`src/rtl/servo_ramp.sv`:
```
// Slew-rate limiter feeding the servo PWM width input: steps pos toward an
// accepted target by at most rate units per tick, with optional immediate jump.
//
// state  | meaning
// S_IDLE | pos holds at the last reached target
// S_RAMP | pos is being stepped toward r_tgt once per tick
module servo_ramp #(
    parameter int CLK_DIV  = 100000,
    parameter int MIN_POS  = 0,
    parameter int MAX_POS  = 255,
    parameter int INIT_POS = 100
) (
    input  logic       clk,
    input  logic       rst_n,
    input  logic [7:0] target,
    input  logic       target_valid,
    output logic       target_ready,
    input  logic [3:0] rate,
    output logic [7:0] pos,
    output logic       busy,
    output logic       done
);

    localparam int              CNT_W   = (CLK_DIV > 2) ? $clog2(CLK_DIV) : 1;
    localparam logic [CNT_W-1:0] CNT_MAX = CNT_W'(CLK_DIV - 1);
    localparam logic [7:0]      MIN_P   = 8'(MIN_POS);
    localparam logic [7:0]      MAX_P   = 8'(MAX_POS);
    localparam logic [7:0]      INIT_P  = 8'(INIT_POS);

    typedef enum logic {S_IDLE, S_RAMP} state_t;

    state_t           r_state;
    logic [CNT_W-1:0] r_cnt;
    logic [7:0]       r_pos;
    logic [7:0]       r_tgt;
    logic [3:0]       r_rate;
    logic             r_ready;
    logic             r_busy;
    logic             r_done;

    logic             w_tick;
    logic             w_accept;
    logic [7:0]       w_clamped;
    logic             w_up;
    logic [8:0]       w_diff;
    logic [7:0]       w_step_pos;

    assign w_tick   = (r_cnt == CNT_MAX);
    assign w_accept = target_valid & r_ready;

    assign w_clamped = (target < MIN_P) ? MIN_P :
                       (target > MAX_P) ? MAX_P : target;

    // Distance is taken 9-bit so the final step lands exactly on target
    // instead of overshooting or wrapping through 0/255.
    assign w_up       = (r_tgt > r_pos);
    assign w_diff     = w_up ? ({1'b0, r_tgt} - {1'b0, r_pos})
                             : ({1'b0, r_pos} - {1'b0, r_tgt});
    assign w_step_pos = (w_diff <= {5'b0, r_rate}) ? r_tgt :
                        w_up ? (r_pos + {4'b0, r_rate}) : (r_pos - {4'b0, r_rate});

    always_ff @(posedge clk) begin
        if (!rst_n) begin
            r_state <= S_IDLE;
            r_cnt   <= '0;
            r_pos   <= INIT_P;
            r_tgt   <= INIT_P;
            r_rate  <= '0;
            r_ready <= 1'b0;
            r_busy  <= 1'b0;
            r_done  <= 1'b0;
        end else begin
            r_ready <= 1'b1;
            r_done  <= 1'b0;
            r_cnt   <= w_tick ? '0 : r_cnt + CNT_W'(1);
            // An accept always wins over a coincident tick; no step that cycle.
            if (w_accept) begin
                r_tgt   <= w_clamped;
                r_rate  <= rate;
                r_state <= S_RAMP;
                r_busy  <= 1'b1;
                if (rate == 4'd0) begin
                    r_pos <= w_clamped;
                end
            end else if (r_state == S_RAMP) begin
                if (r_pos == r_tgt) begin
                    r_state <= S_IDLE;
                    r_busy  <= 1'b0;
                    r_done  <= 1'b1;
                end else if (w_tick && (r_rate != 4'd0)) begin
                    r_pos <= w_step_pos;
                end
            end
        end
    end

    assign target_ready = r_ready;
    assign pos          = r_pos;
    assign busy         = r_busy;
    assign done         = r_done;

endmodule

```
`config.mk`:
```
export PLATFORM = sky130hd
export DESIGN_NAME = servo_ramp
export DESIGN_NICKNAME = d
export VERILOG_FILES = /design/src/rtl/servo_ramp.sv
export SDC_FILE = /design/constraint.sdc
export NUM_CORES = 1
export LEC_CHECK = 0
export ABC_AREA = 1
export CORE_MARGIN = 3
export CORE_UTILIZATION = 50
export DETAILED_ROUTE_END_ITERATION = 16
export PLACE_DENSITY = 0.73
export SETUP_SLACK_MARGIN = 0.05
export SLEW_MARGIN = 0
export SYNTH_ARGS = -nofsm -noshare
export SYNTH_HDL_FRONTEND = slang
export SYNTH_SLANG_ARGS = --single-unit
```
`constraint.sdc`:
```
create_clock -name clk -period 4.57 [get_ports clk]
set_input_delay 1.1425 -clock clk [delete_from_list [all_inputs] [get_ports clk]]
set_output_delay 1.1425 -clock clk [all_outputs]
set_load 0.02 [all_outputs]
```
==> qor.csv, run 1 <==
metric;value;unit
status;finished clean;
H-tree depth;2;
Fin Clk Skew;8.086;ps
ant diodes;0;
# setup viols final;0;
largest stage delay on the critical path;490;ps
Multi-input gate area;1964;µm²
crit end category;flip-flop;
worst hold path class;reg -> reg;
post-synth cell types;38;
remaining global-route overflow;0;
Synth top area share;26.43;%
Total Power;0.9940;mW
slew margin rel.;57.27;%
cts bufs inserted;5;
mean post-synth cell area;6.607;µm²
CTS hold repair buffers;0;
# rows;28;
die width;84.81;µm
GRT Util Overall;21.88;%
vias in the first global route;2880;
first-pass GRT wire length;12.94;mm
IO Pins;26;
clock root cell;clkbuf_8;
pin count of the biggest net entering global routing;21;
CTS clk-pin slew, worst paths;80;ps
post-synth top area cell;dfxtp_1;
main flop type after synthesis;dfxtp_1;
Netlist Area Pre-Place;3105;µm²
Layout Nets;543;
drt pass-1 iters;4;
startpoint class of the critical path;flip-flop;
#FFs+latches synth;41;
Critical Path RT;4750;ps
final antenna-violating net count;0;
Crit path buffers/inverters;4;
FILL cells;570;
number of synthesized flops with an enable pin;0;
slowest CP cell;o21ai_0;
WL/cell;13.07;µm
starting density of the core;52.14;%
main area contributors after synthesis;dfxtp_1 (26%), nand2_1 (15%), ha_1 (12%), inv_1 (8.0%), a21oi_1 (5.5%);
top-count cell post-synth;nand2_1;
VDD IR-drop max;0.0002631;V
Post-Route WL;7.464;mm
post-CTS sizing;0;
Final Cell Area;3521;µm²
Seq/Total Area, Yosys;26.43;%
I/O Buffers;25;
Clock Tree Buf Depth;2;
asr flop ratio synth;0;%
Cell Chain, Critical Path;inv_1 -> ha_1 -> nand2_2 -> inv_2 -> nand2_1 -> nand2_1 -> nor2_2 -> o21ai_4 -> nand2_4 -> inv_4 -> o21ai_0 -> xor2_1 -> inv_1 -> ha_1 -> nand2_1 -> o21ai_0 -> nand3_4 -> nand2_2 -> nand2_1 -> nand2_1 -> a21oi_2;
Fmax;263.1;MHz
pwr dens;282.3;nW/µm²
Yosys warning count;0;
post-detailed-route via-to-cell ratio;5.329;
Final Hold Vio Count;0;
clk_lat worst skew;300;ps
# DRC;0;
Critical Path AT;3990;ps
Worst Max-Slew Pin Slew;639.4;ps
Pleak;1.642;nW
setup TNS;0;ps
area grow syn2layout;13.38;%
Max-cap violations;0;
synth cell count leaders;nand2_1 (122), inv_1 (66), nor2_1 (45);
Post-CTS Setup Inserts;0;
Crit path top cell by count;nand2_1;
die area;7193;µm²
Synth Instances;470;
Placed Area;3425;µm²
share of post-route cells with drive strength above 1;6.653;%
crit path max fanout;10;
DIE HEIGHT;84.81;µm
initial antenna violation count;0;
final core utilization;59.12;%
total core area;5956;µm²
clock tree from TritonCTS;done;
Tcrit/Tclk final;83.17;%
delay-heaviest family, CP;simple AND/OR/NAND/NOR gates;
RSZ-0062 raised after global routing;false;
clk sinks;41;
Initial DRC Count;144;
kind of critical path;reg -> reg;
Min Clock Period, post-route;3801;ps
Synth Net Count;518;
register area;820.8;µm²
Final Slew Violations;0;
vias;3043;
Routability Congestion;0.9279;
detailed placement HPWL;5.947;mm
## metrics by stage
step,setup WS (ps),hold WS (ps),std cells
final,769.2,451.1,571
after global routing,344.9,474.4,571
after CTS,788.2,452.3,571
after detailed placement,832.7,440.8,563
after global placement,955.8,432.0,563
after floorplan,1218,417.5,470
## worst register-to-register path: stages (launching register included)
cell	delay, ps
dfxtp_1	460
inv_1	70
ha_1	430
nand2_2	180
inv_2	50
nand2_1	80
nand2_1	60
nor2_2	170
o21ai_4	90
nand2_4	140
inv_4	70
o21ai_0	230
xor2_1	170
inv_1	60
ha_1	280
nand2_1	60
o21ai_0	490
nand3_4	240
nand2_2	160
nand2_1	80
nand2_1	70
a21oi_2	50
## logic make-up (layout without fill, tap and decap cells)
logic type	after synthesis	in the layout	synth area share, %
AOI/OAI and AO/OA	71	71	13.13
xor gates and xnor gates	10	10	2.820
adders and majority gates	33	33	14.02
buffers and inverters	83	109	10.31
DFF	41	41	26.43
and+or+nand+nor	232	232	33.28
## power breakdown
group	total, mW	internal (mW)	switching [mW]
registers	0.375	0.368	0.00744
clock network	0.251	0.122	0.129
logic	0.368	0.137	0.231
## cells in the final DEF, fill, tap and decap left out, types with 4 or more instances in the layout
cell             instances
clkbuf_8                 6
nor3_1                  10
inv_1                   66
clkdlybuf4s50_1         25
dfxtp_1                 41
ha_1                    30
nand4_1                  6
inv_2                    7
nand3_1                 29
o211ai_1                 5
xor2_1                   8
nand2_2                  4
a21oi_1                 34
o21ai_0                 21
nand2_1                122
nor2_1                  45
## path summary, 6_finish.rpt
path             from       end  slack (ps)  cells after the start
max            pos[3]    pos[4]         770                     21
min          r_cnt[0]  r_cnt[0]         450                      1
max reg2reg    pos[3]    pos[4]         770                     21
min reg2reg  r_cnt[0]  r_cnt[0]         450                      1
## per-layer routing
layer | share of wire (%) | global-route usage (%)
met1 | 47 | 29.99
met2 | 46 | 35.44
met3 | 5.7 | 4.563
met4 | 0.86 | 5.180
met5 | 0 | 0
## sequential cells by signal (all words and copies together), names as in the netlist
| name | flops |
|---|---|
| busy | 1 |
| r_rate | 4 |
| done | 1 |
| target_ready | 1 |
| r_cnt | 17 |
| r_tgt | 8 |
| r_state | 1 |
| pos | 8 |
## cell type report
cell class / instances / area share [%]
clock buffers: 6 / 2.345
clock inverters: 2 / 0.3909
inverters: 74 / 7.960
multi-input cells: 346 / 55.79
flip-flops and latches: 41 / 23.31
well taps: 75 / 2.665
repair buffers: 27 / 7.534
(Power assumes the default switching activity.)
==> run 2: changes to the inputs <==
- PLACE_DENSITY: 0.73 -> 0.76
- clock period: 4.57 -> 3.4 ns (I/O delays scaled with it)
==> run 2 against run 1 <==
Clock power up 57%. Global-route usage up 0.40 points. Register-to-register slack worse by 480 ps. Final cell count up 3.3%. Non-clock buffer count up 17. Clock skew up 0.65 ps. Cell area up 7.9%. Die area unchanged. Worst setup slack worse by 480 ps. Combinational power up 62%. Fmax up 22%. Critical path type unchanged.
==> qor.csv, run 2 (synthesized netlist as in run 1, its figures left out) <==
metric;value;unit;change
status;finished clean;;
Critical Path RT;3620;ps;-1130 ps
pwr dens;393.7;nW/µm²;+39%
final antenna-violating net count;0;;unchanged
die area;7193;µm²;unchanged
Final Slew Violations;0;;unchanged
gr busiest metal;met2;;
max FFs per register;17;;unchanged
hold path cells;1;;unchanged
drt pass-1 iters;5;;+1
register area;822.0;µm²;+0.15%
Hold EP;r_cnt[0];;
Final Hold Vio Count;0;;unchanged
Post-Route WL;7.994;mm;+7.1%
Tcrit/Tclk final;91.47;%;+8.3 points
RSZ-0062 raised after global routing;false;;
clock root cell;clkbuf_8;;
switching share of power;36.37;%;-0.56 points
sw power;0.5438;mW;+48%
clock tree from TritonCTS;done;;
RR Startpoint;pos[4];;
CTS clk-pin slew, worst paths;80;ps;about the same
kind of critical path;reg -> reg;;
post-detailed-route via-to-cell ratio;5.364;;+0.66%
remaining global-route overflow;0;;unchanged
Total Power;1.495;mW;+50%
Fmax;321.5;MHz;+22%
Max-cap violations;0;;unchanged
starting density of the core;52.14;%;unchanged
vias in the first global route;2975;;+3.3%
IO Pins;26;;unchanged
Min Clock Period, post-route;3110;ps;-690.7 ps
slew margin rel.;68.98;%;+12 points
share of post-route cells with drive strength above 1;12.82;%;+6.2 points
ant diodes;0;;unchanged
clk sinks;41;;unchanged
clock group share of total power;26.3;%;+1.0 points
crit end category;flip-flop;;
Fin Clk Skew;8.739;ps;+0.6536 ps
WL/cell;13.55;µm;+3.7%
cts bufs inserted;5;;unchanged
initial antenna violation count;0;;unchanged
startpoint class of the critical path;flip-flop;;
worst hold path class;reg -> reg;;
reg-to-reg endpoint;pos[3];;
area grow syn2layout;22.28;%;
FILL cells;564;;-1.1%
# rows;28;;unchanged
Initial DRC Count;201;;+40%
M2 GR Usage;37.72;%;+2.3 points
GRT Util Overall;22.29;%;+0.40 points
VDD IR-drop max;0.0002764;V;+5.0%
Reg2Reg Depth;23;;+9.5%
DIE HEIGHT;84.81;µm;unchanged
crit path max fanout;6;;-4
pin count of the biggest net entering global routing;21;;unchanged
Layout Nets;562;;+3.5%
H-tree depth;2;;unchanged
die width;84.81;µm;unchanged
Routability Congestion;1.002;;+8.0%
Multi-input gate area;2093;µm²;+6.6%
I/O Buffers;25;;unchanged
hold path start;r_cnt[0];;
GR met3 Demand/Resource;2.427;%;-2.1 points
met1 Track Usage GR;29.40;%;-0.59 points
Pleak;1.736;nW;+5.8%
commonest cells after routing, fill and taps aside;nand2_1 (121), inv_1 (66), nor2_1 (44);;
clk_lat worst skew;300;ps;about the same
total core area;5956;µm²;unchanged
Reg power frac;33.8;%;-3.9 points
internal cell power;0.9513;mW;+52%
first-pass GRT wire length;13.19;mm;+1.9%
Clock Tree Buf Depth;2;;unchanged
# DRC;0;;unchanged
CTS hold repair buffers;0;;unchanged
detailed placement HPWL;6.239;mm;+4.9%
# setup viols final;0;;unchanged
largest reg by FF count;r_cnt;;
setup TNS;0;ps;unchanged
vias;3165;;+4.0%
combinational cell fraction of total power;39.9;%;+2.9 points
most common cell after layout, fill and taps aside;nand2_1;;
Worst Max-Slew Pin Slew;464.1;ps;-175.2 ps
worst reg2reg setup slack;290;ps;-480 ps
Critical Path AT;3330;ps;-660 ps
==> run 2: cell types whose count changed in the layout (fill, tap and decap cells not counted), moves of 2 or more <==
cell / before / now
ha_4: 0 / 5
ha_2: 0 / 2
o21ai_0: 21 / 15
ha_1: 30 / 23
o21ai_1: 2 / 6
a21oi_2: 2 / 4
a21oi_1: 34 / 32
buf_4: 2 / 19
==> run 2: repair_timing <==
item | in CTS | in global routing
setup endpoints to repair | 1 | 8
pin swaps | 0 | 13
buffers inserted | 0 | 6
gates cloned | 0 | 2
gates resized for setup | 1 | 25
==> run 2: worst max path at each step <==
stage / startpoint / endpoint / slack (ps) / cells after the start
2_1_floorplan: pos[3] / pos[7] / 170 / 23
3_3_place_gp: pos[4] / pos[6] / 180 / 22
3_5_place_dp: pos[4] / pos[3] / 50 / 21
4_1_cts: pos[4] / pos[3] / 110 / 22
5_1_grt: pos[4] / pos[6] / 30 / 23
6_report: pos[4] / pos[3] / 290 / 23
==> run 2: final cells by class <==
cell class	instances	area share, %
clock buffer	5	1.812
clock inverter	3	1.219
inverter	74	7.381
multi-input combinational	348	55.12
sequential	41	21.65
tap	75	2.471
timing repair buffer	44	10.35
==> run 2: layer usage <==
layer	up-vias	share of wire (%)
met5	-	0
met4	0	2.8
met3	21	5.3
met2	95	48
met1	1449	44
li1	1600	-
==> run 2: power by group through the flow <==
stage	sequential (mW)	clock, mW	combinational (mW)
2_1_floorplan	0.516	0	0.377
3_3_place_gp	0.514	0	0.487
3_5_place_dp	0.515	0	0.499
4_1_cts	0.503	0.403	0.507
5_1_grt	0.507	0.422	0.664
6_report	0.505	0.394	0.597
==> run 2: metrics by stage <==
stage	cell area [µm²]	util, %	cells	hold slack [ps]	setup slack [ps]
after floorplan	3105	-	470	417.5	174.0
after global placement	3507	58.89	574	430.9	183.2
after detailed placement	3507	58.89	574	447.9	54.94
after CTS	3626	60.88	582	464.0	107.4
after global routing	3797	63.76	590	494.4	34.79
final	3797	63.76	590	461.3	289.9
==> run 2: critical path, cell delays in order, from the launching register on <==
cell	delay, ps
dfxtp_2	340
inv_1	60
ha_4	310
nand2_1	60
nand2_1	90
inv_1	60
nand2_1	80
nor2_2	50
o21ai_4	220
nand2_4	120
inv_4	110
nand3_1	70
o21ai_1	110
xor2_1	170
inv_1	90
ha_4	280
nand2_2	70
o21ai_2	170
o21ai_4	120
nand3_4	130
nand2_2	80
nand2_1	60
nand2_1	60
a21oi_2	140
